==> src/rtl/adda_stream.sv <==
// adda_stream: paced ADC->DAC stream with pass, mask, ramp and replay modes.
// Define ADDA_CAPTURE_EN to build in the capture buffer and replay mode.
module adda_stream #(
  parameter int WIDTH = 8,
  parameter int DIV   = 2,
  parameter int DEPTH = 256
) (
  input  logic             clk_25mhz,
  input  logic             i_reset,
  input  logic [1:0]       i_mode,
  input  logic             i_capture,
  input  logic [WIDTH-1:0] AD_PORT,
  output logic [WIDTH-1:0] DA_PORT,
  output logic             ADCLK,
  output logic             DACLK,
  output logic             o_busy,
  output logic             o_full,
  output logic             wifi_gpio0
);

  typedef enum logic [1:0] {
    M_PASS   = 2'b00,
    M_MASK   = 2'b01,
    M_RAMP   = 2'b10,
    M_REPLAY = 2'b11
  } mode_t;

  localparam int PW = (DIV > 1) ? $clog2(2 * DIV) : 1;
  localparam logic [PW-1:0] PH_LAST = PW'(2 * DIV - 1);
  localparam logic [PW-1:0] PH_HALF = PW'(DIV);

  logic [PW-1:0]    r_ph;
  logic             w_tick;
  logic [WIDTH-1:0] r_ramp;
  logic [WIDTH-1:0] r_da;
  logic [WIDTH-1:0] w_da;
  logic [WIDTH-1:0] w_replay;
  mode_t            w_mode;

  assign w_tick     = (r_ph == PH_LAST);
  assign w_mode     = mode_t'(i_mode);
  assign ADCLK      = (r_ph < PH_HALF);
  assign DACLK      = ~ADCLK;
  assign DA_PORT    = r_da;
  assign wifi_gpio0 = 1'b1;

  always_ff @(posedge clk_25mhz) begin
    if (i_reset) begin
      r_ph <= '0;
    end else if (w_tick) begin
      r_ph <= '0;
    end else begin
      r_ph <= r_ph + PW'(1);
    end
  end

`ifdef ADDA_CAPTURE_EN
  typedef enum logic [1:0] {
    CS_IDLE,
    CS_BUSY,
    CS_FULL
  } cap_t;

  localparam int AW = $clog2(DEPTH);

  cap_t             r_cs;
  cap_t             w_cs_nx;
  logic             w_wr;
  logic             w_start;
  logic [AW-1:0]    r_wa;
  logic [AW-1:0]    r_rd;
  logic [AW-1:0]    w_rd;
  mode_t            r_mode;
  logic [WIDTH-1:0] r_mem [DEPTH];

  always_comb begin
    w_cs_nx = r_cs;
    w_wr    = 1'b0;
    w_start = 1'b0;
    unique case (r_cs)
      CS_BUSY: begin
        if (w_tick) begin
          w_wr = 1'b1;
          if (r_wa == AW'(DEPTH - 1)) w_cs_nx = CS_FULL;
        end
      end
      default: begin
        if (i_capture) begin
          w_start = 1'b1;
          w_cs_nx = CS_BUSY;
        end
      end
    endcase
  end

  always_ff @(posedge clk_25mhz) begin
    if (i_reset) begin
      r_cs <= CS_IDLE;
      r_wa <= '0;
    end else begin
      r_cs <= w_cs_nx;
      if (w_start) r_wa <= '0;
      else if (w_wr) r_wa <= r_wa + AW'(1);
    end
  end

  always_ff @(posedge clk_25mhz) begin
    if (w_wr) r_mem[r_wa] <= AD_PORT;
  end

  // Entering replay restarts playback from the first captured sample.
  assign w_rd     = (r_mode != M_REPLAY) ? '0 : r_rd;
  assign w_replay = (r_cs == CS_FULL) ? r_mem[w_rd] : '0;

  always_ff @(posedge clk_25mhz) begin
    if (i_reset) begin
      r_mode <= M_PASS;
      r_rd   <= '0;
    end else if (w_tick) begin
      r_mode <= w_mode;
      if (w_mode == M_REPLAY) r_rd <= w_rd + AW'(1);
    end
  end

  assign o_busy = (r_cs == CS_BUSY);
  assign o_full = (r_cs == CS_FULL);
`else
  logic w_unused_cap;

  assign w_unused_cap = i_capture;
  assign w_replay     = AD_PORT;
  assign o_busy       = 1'b0;
  assign o_full       = 1'b0;
`endif

  always_comb begin
    w_da = r_da;
    unique case (w_mode)
      M_PASS:   w_da = AD_PORT;
      M_MASK:   w_da = AD_PORT & r_ramp;
      M_RAMP:   w_da = r_ramp;
      M_REPLAY: w_da = w_replay;
    endcase
  end

  always_ff @(posedge clk_25mhz) begin
    if (i_reset) begin
      r_da   <= '0;
      r_ramp <= '0;
    end else if (w_tick) begin
      r_da   <= w_da;
      r_ramp <= r_ramp + WIDTH'(1);
    end
  end

endmodule

==> config.mk <==
export PLATFORM = sky130hd
export DESIGN_NAME = adda_stream
export DESIGN_NICKNAME = d
export VERILOG_FILES = /design/src/rtl/adda_stream.sv
export SDC_FILE = /design/constraint.sdc
export NUM_CORES = 1
export LEC_CHECK = 0
export CAP_MARGIN = 0
export CORE_MARGIN = 10
export CORE_UTILIZATION = 49
export CTS_CLUSTER_SIZE = 30
export DETAILED_ROUTE_END_ITERATION = 8
export PLACE_DENSITY = 0.83
export SLEW_MARGIN = 20
export SYNTH_ARGS = -nofsm -noshare
export SYNTH_HDL_FRONTEND = slang
export SYNTH_SLANG_ARGS = --single-unit
==> constraint.sdc <==
create_clock -name clk_25mhz -period 3.5 [get_ports clk_25mhz]
set_clock_uncertainty 0.2 [all_clocks]
set_input_delay 0.525 -clock clk_25mhz [delete_from_list [all_inputs] [get_ports clk_25mhz]]
set_output_delay 0.525 -clock clk_25mhz [all_outputs]
set_load 0.05 [all_outputs]
-- Word-level counts from Yosys, hierarchy flattened
Index checks and enable logic that the tools add are counted.
W data, S select, Z words.
- register bits: 18
- input bits: 13
- output and inout port bits: 13
- $add $sub $neg: 2
- $lt $le $gt $ge: 1
- equal/unequal tests: 4
- muxes and demuxes: 1
- bitwise logic cells: 2
- reduce and logical (&&, ||, !) cells: 3
- operators by type and width (operator ; number):
    $pmux W8 S3 ; 1
    $add A8 B1 Y8 const B ; 1
    $and A8 B8 Y8 ; 1
    $eq A2 B2 Y1 const B ; 3
    $reduce_or A2 Y1 ; 2
    $add A2 B1 Y2 const B ; 1
    $eq A2 B1 Y1 const B ; 1
    $logic_not A2 Y1 ; 1
    $lt A2 B2 Y1 const B ; 1
    $not A1 Y1 ; 1

-- Depth between registers and ports, before layout
- depth after elaboration: 3
- gate-level depth with buffers: 6
- gate-level depth less buffers: 5

-- Least setup slack after synthesis
No wires, ideal clock.
- path type: reg-to-reg
- from: register r_ph[1]
- to: register r_ramp[7]
- library setup time: 71 ps
- arrival time: 1571 ps
- slack: 1659 ps
- stages on the path, launching flop included: 5
- path buffers: 0
- period minus slack after synthesis: 1841 ps
- cells stage by stage: dfxtp_1 ha_1 nand4_2 or3_1 a21oi_1
- word-level cells in the longest chain between the ends: 1
- RTL lines (what ; line ; text):
    from (decl) ; 32 ; logic [PW-1:0] r_ph;
    from (signal assigned) ; 53 ; r_ph <= r_ph + PW'(1);
    $eq A2 B2 Y1 ; 40 ; assign w_tick = (r_ph == PH_LAST);
    to (signal assigned) ; 152 ; r_ramp <= r_ramp + WIDTH'(1);
    to (decl) ; 34 ; logic [WIDTH-1:0] r_ramp;
No other way between the ends.
A chain may end at the register's enable or synchronous reset.

-- Final worst setup path
- from: register r_ph[1]
- to: output port ADCLK
- word-level cells in the longest chain between the ends: 1
- RTL lines (what ; line ; text):
    $lt A2 B2 Y1 ; 42 ; assign ADCLK = (r_ph < PH_HALF);
    to (decl) ; 14 ; output logic ADCLK,
No other way between the ends.

==> reports/metrics.csv <==
stage,metric,value,unit
run_status,outcome,"complete, no violations",
placement,DP Cell Count,145,
cts,CTS tree,built,
synthesis,synthesized instance count,106,
layout,Post-Layout Cell Count,149,
cts,hold_buf cts,0,
setup_path,CP endpoint kind,output pin,
worst_hold_path,min-delay src,r_ph[0]$_SDFF_PP0_,
pwr,Reg power frac,47.9,%
setup_path,Critical path origin,r_ph[1]$_SDFF_PP0_,
route,routed via count,750,
floorplan,chip height,62.3,um
layout,n_diodes,0,
worst_hold_path,Hold Path Class,reg2reg,
cts,clock sinks,18,
timing,fin crit share,62.6,%
cts,post-cts resize count,0,
global_routing,vias in the first global route,693,
floorplan,Ports,26,
setup_path,WP data required,2.77,ns
pwr,combinational power share,24.5,%
floorplan,Placeable Area,1710,sq um
layout,Area Growth Syn to Fin,27.4,%
pwr,switching share of total power,30.7,%
global_routing,largest net degree at the start of global routing,25,
setup_path,crit-path max FO,3,
timing,Fin. Hold Viols,0,
job,maxcap violations,0,
pwr,pwr dens,414,nW/um^2
floorplan,cell row count,15,
global_routing,GRT Total Usage,9.68,%
synthesis,mux cell area share after synthesis,1.14,%
placement,hpwl dp,1450,um
pwr,Power Total,0.463,mW
timing,post-layout min period,2.19,ns
setup_path,internal reg-to-reg setup slack,1.72,ns
route,Antenna Nets Post-Route,0,
placement,RePlAce Congestion,0.790,
route,initial DRC count,15,
synthesis,register bit total from synthesis,18,
layout,share of cells above drive strength 1,4.84,%
timing,Slew headroom,59.7,%
synthesis,Syn Area/Cell,8.29,sq um
floorplan,Starting Density,51.4,%
cts,setup repair bufs after CTS,0,
setup_path,worst r2r src,r_ph[1]$_SDFF_PP0_,
route,Post-Route WL,1890,um
cts,Root Buffer Master,clkbuf_4,
synthesis,Adder-Cell Fraction of Synth Area,5.70,%
cts,H-tree depth,1,
setup_path,CP top delay family,buffers and inverters,
timing,# setup viols final,0,
timing,RSZ-0062 raised after global routing,false,
layout,final cell area excluding filler cells,1120,sq um
synthesis,"Seq/Total Area, Yosys",41.0,%
setup_path,Critical Path End,ADCLK,
setup_path,Buf/Inv on CP,2,
pwr,switching power,0.142,mW
synthesis,Synth Area in Compound Gates,16.0,%
setup_path,FF-to-FF End,r_ramp[7]$_SDFFE_PP0N_,
cts,Num CTS Buffers,3,
pwr,clock share of power,27.6,%
setup_path,Crit path depth,2,
timing,FMAX,0.456,GHz
setup_path,r2r worst-path depth,5,
pwr,P_int,0.321,mW
setup_path,Worst EP arrival,1.47,ns
floorplan,Die W,62.3,um
timing,Setup TNS,0,ns
setup_path,CP Launch Type,register,
setup_path,CP Class,reg2out,
floorplan,die footprint,3890,sq um
route,# DRC,0,
synthesis,simple-gate share of the synthesized area,24.5,%
route,WL/cell,12.7,um
cts,CTS max path bufs,2,
cts,Skew-Pair Late Insertion Delay,0.30,ns
worst_hold_path,Hold Path Cell Cnt,1,
synthesis,post-synthesis xor/xnor area fraction,3.99,%
placement,Post-Place Cell Area,1080,sq um
synthesis,Yosys warnings,0,
global_routing,initial antenna violation count,0,
synthesis,largest family of logic cells by synthesized area,simple AND/OR/NAND/NOR gates,
route,vias per cell,5.03,
pwr,VDD IR max,0.271,mV
synthesis,synthesized area,878,sq um
synthesis,synth unique cells,24,
placement,port bufs,21,
setup_path,CP peak stage delay,0.79,ns
layout,nets,142,
global_routing,grt ovf,0,
pwr,static leakage,0.403,nW
timing,max-slew violation count,0,
cts,Clock transition at path regs,0.10,ns
global_routing,first-pass GRT wire length,3090,um
timing,pin slew with the least headroom to its limit,0.603,ns
setup_path,"Slowest-stage cell, CP",clkdlybuf4s50_1,
route,first-pass iteration count of the detailed router,4,
setup_path,critical path cell sequence,inv_1 > clkdlybuf4s50_1,
state kept, by name (all words and copies together) (netlist names):
register,count
DA_PORT,8
r_ramp,8
r_ph,2
layout by cell type (no fill, tap or decap):
master / count
nand3_1: 2
or3_1: 3
nor2b_1: 2
dfxtp_1: 18
ha_1: 4
o21ai_0: 1
nor2_1: 13
mux2i_1: 1
buf_4: 1
nor3_1: 1
xor2_1: 3
nand2_1: 10
nor3b_1: 1
o21ai_1: 10
clkbuf_4: 3
nand4_1: 2
a21oi_1: 3
xnor2_1: 1
nand4_2: 1
conb_1: 3
inv_1: 3
and2_1: 8
clkdlybuf4s50_1: 21
clkbuf_8: 1
a311oi_1: 8
worst min-delay path by stage:
stage	endpoint	slack [ns]
finish	r_ph[0]$_SDFF_PP0_	0.22
global route	r_ph[0]$_SDFF_PP0_	0.26
CTS	r_ph[0]$_SDFF_PP0_	0.23
detailed placement	r_ph[0]$_SDFF_PP0_	0.21
global placement	r_ph[0]$_SDFF_PP0_	0.21
floorplan	r_ph[0]$_SDFF_PP0_	0.20
power groups by stage:
stage | sequential (mW) | clock (mW) | combinational [mW]
3_3_place_gp | 0.226 | 0 | 0.112
4_1_cts | 0.222 | 0.132 | 0.115
3_5_place_dp | 0.227 | 0 | 0.114
6_report | 0.222 | 0.128 | 0.113
2_1_floorplan | 0.255 | 0 | 0.0500
5_1_grt | 0.224 | 0.140 | 0.122
layer usage:
layer  GRT usage [%]  wire length (um)
met3            3.41               116
met4            5.87                42
met5               0                 0
met2            16.7               942
met1            9.80               787
per-stage QoR:
stage | util [%] | worst slack (ns) | hold slack (ns)
3_3_place_gp | 63.4 | 1.07 | 0.211
5_1_grt | 65.5 | 1.19 | 0.260
3_5_place_dp | 63.4 | 0.995 | 0.213
4_1_cts | 65.5 | 1.29 | 0.228
2_1_floorplan | - | 1.66 | 0.202
6_report | 65.5 | 1.31 | 0.223
synthesized netlist by cell type:
master	instances	share of area, %
o21ai_1	10	5.7
a311oi_1	8	8.0
and2_1	8	5.7
dfxtp_1	18	41
nand4_1	2	1.4
conb_1	2	0.86
buf_2	3	1.7
buf_4	3	2.6
or3_1	3	2.1
nor2_1	13	5.6
inv_1	3	1.3
a21oi_1	3	1.7
ha_1	4	5.7
o21ai_0	1	0.57
nor3b_1	1	0.86
nor2b_1	2	1.4
xor2_1	3	3.0
nor3_1	1	0.57
mux2i_1	1	1.1
clkbuf_1	3	1.3
nand2_1	10	4.3
nand4_2	1	1.4
xnor2_1	1	1.0
nand3_1	2	1.1
layout make-up:
type,count,area (sq um)
sequential,18,360
multi-input combinational,77,462
timing repair buffer,22,218
tap,25,31.3
inverter,3,11.3
fill,148,589
clock buffer,4,36.3
logic make-up (layout without fill, tap and decap cells):
logic type / count (synthesis) / after routing
DFF: 18 / 18
muxes: 1 / 1
buffers and inverters: 12 / 29
and+or+nand+nor: 43 / 43
other: 2 / 3
AOI/OAI and AO/OA: 22 / 22
xor gates and xnor gates: 4 / 4
adders and majority gates: 4 / 4
Note: power is estimated with default switching activity, not from simulation.
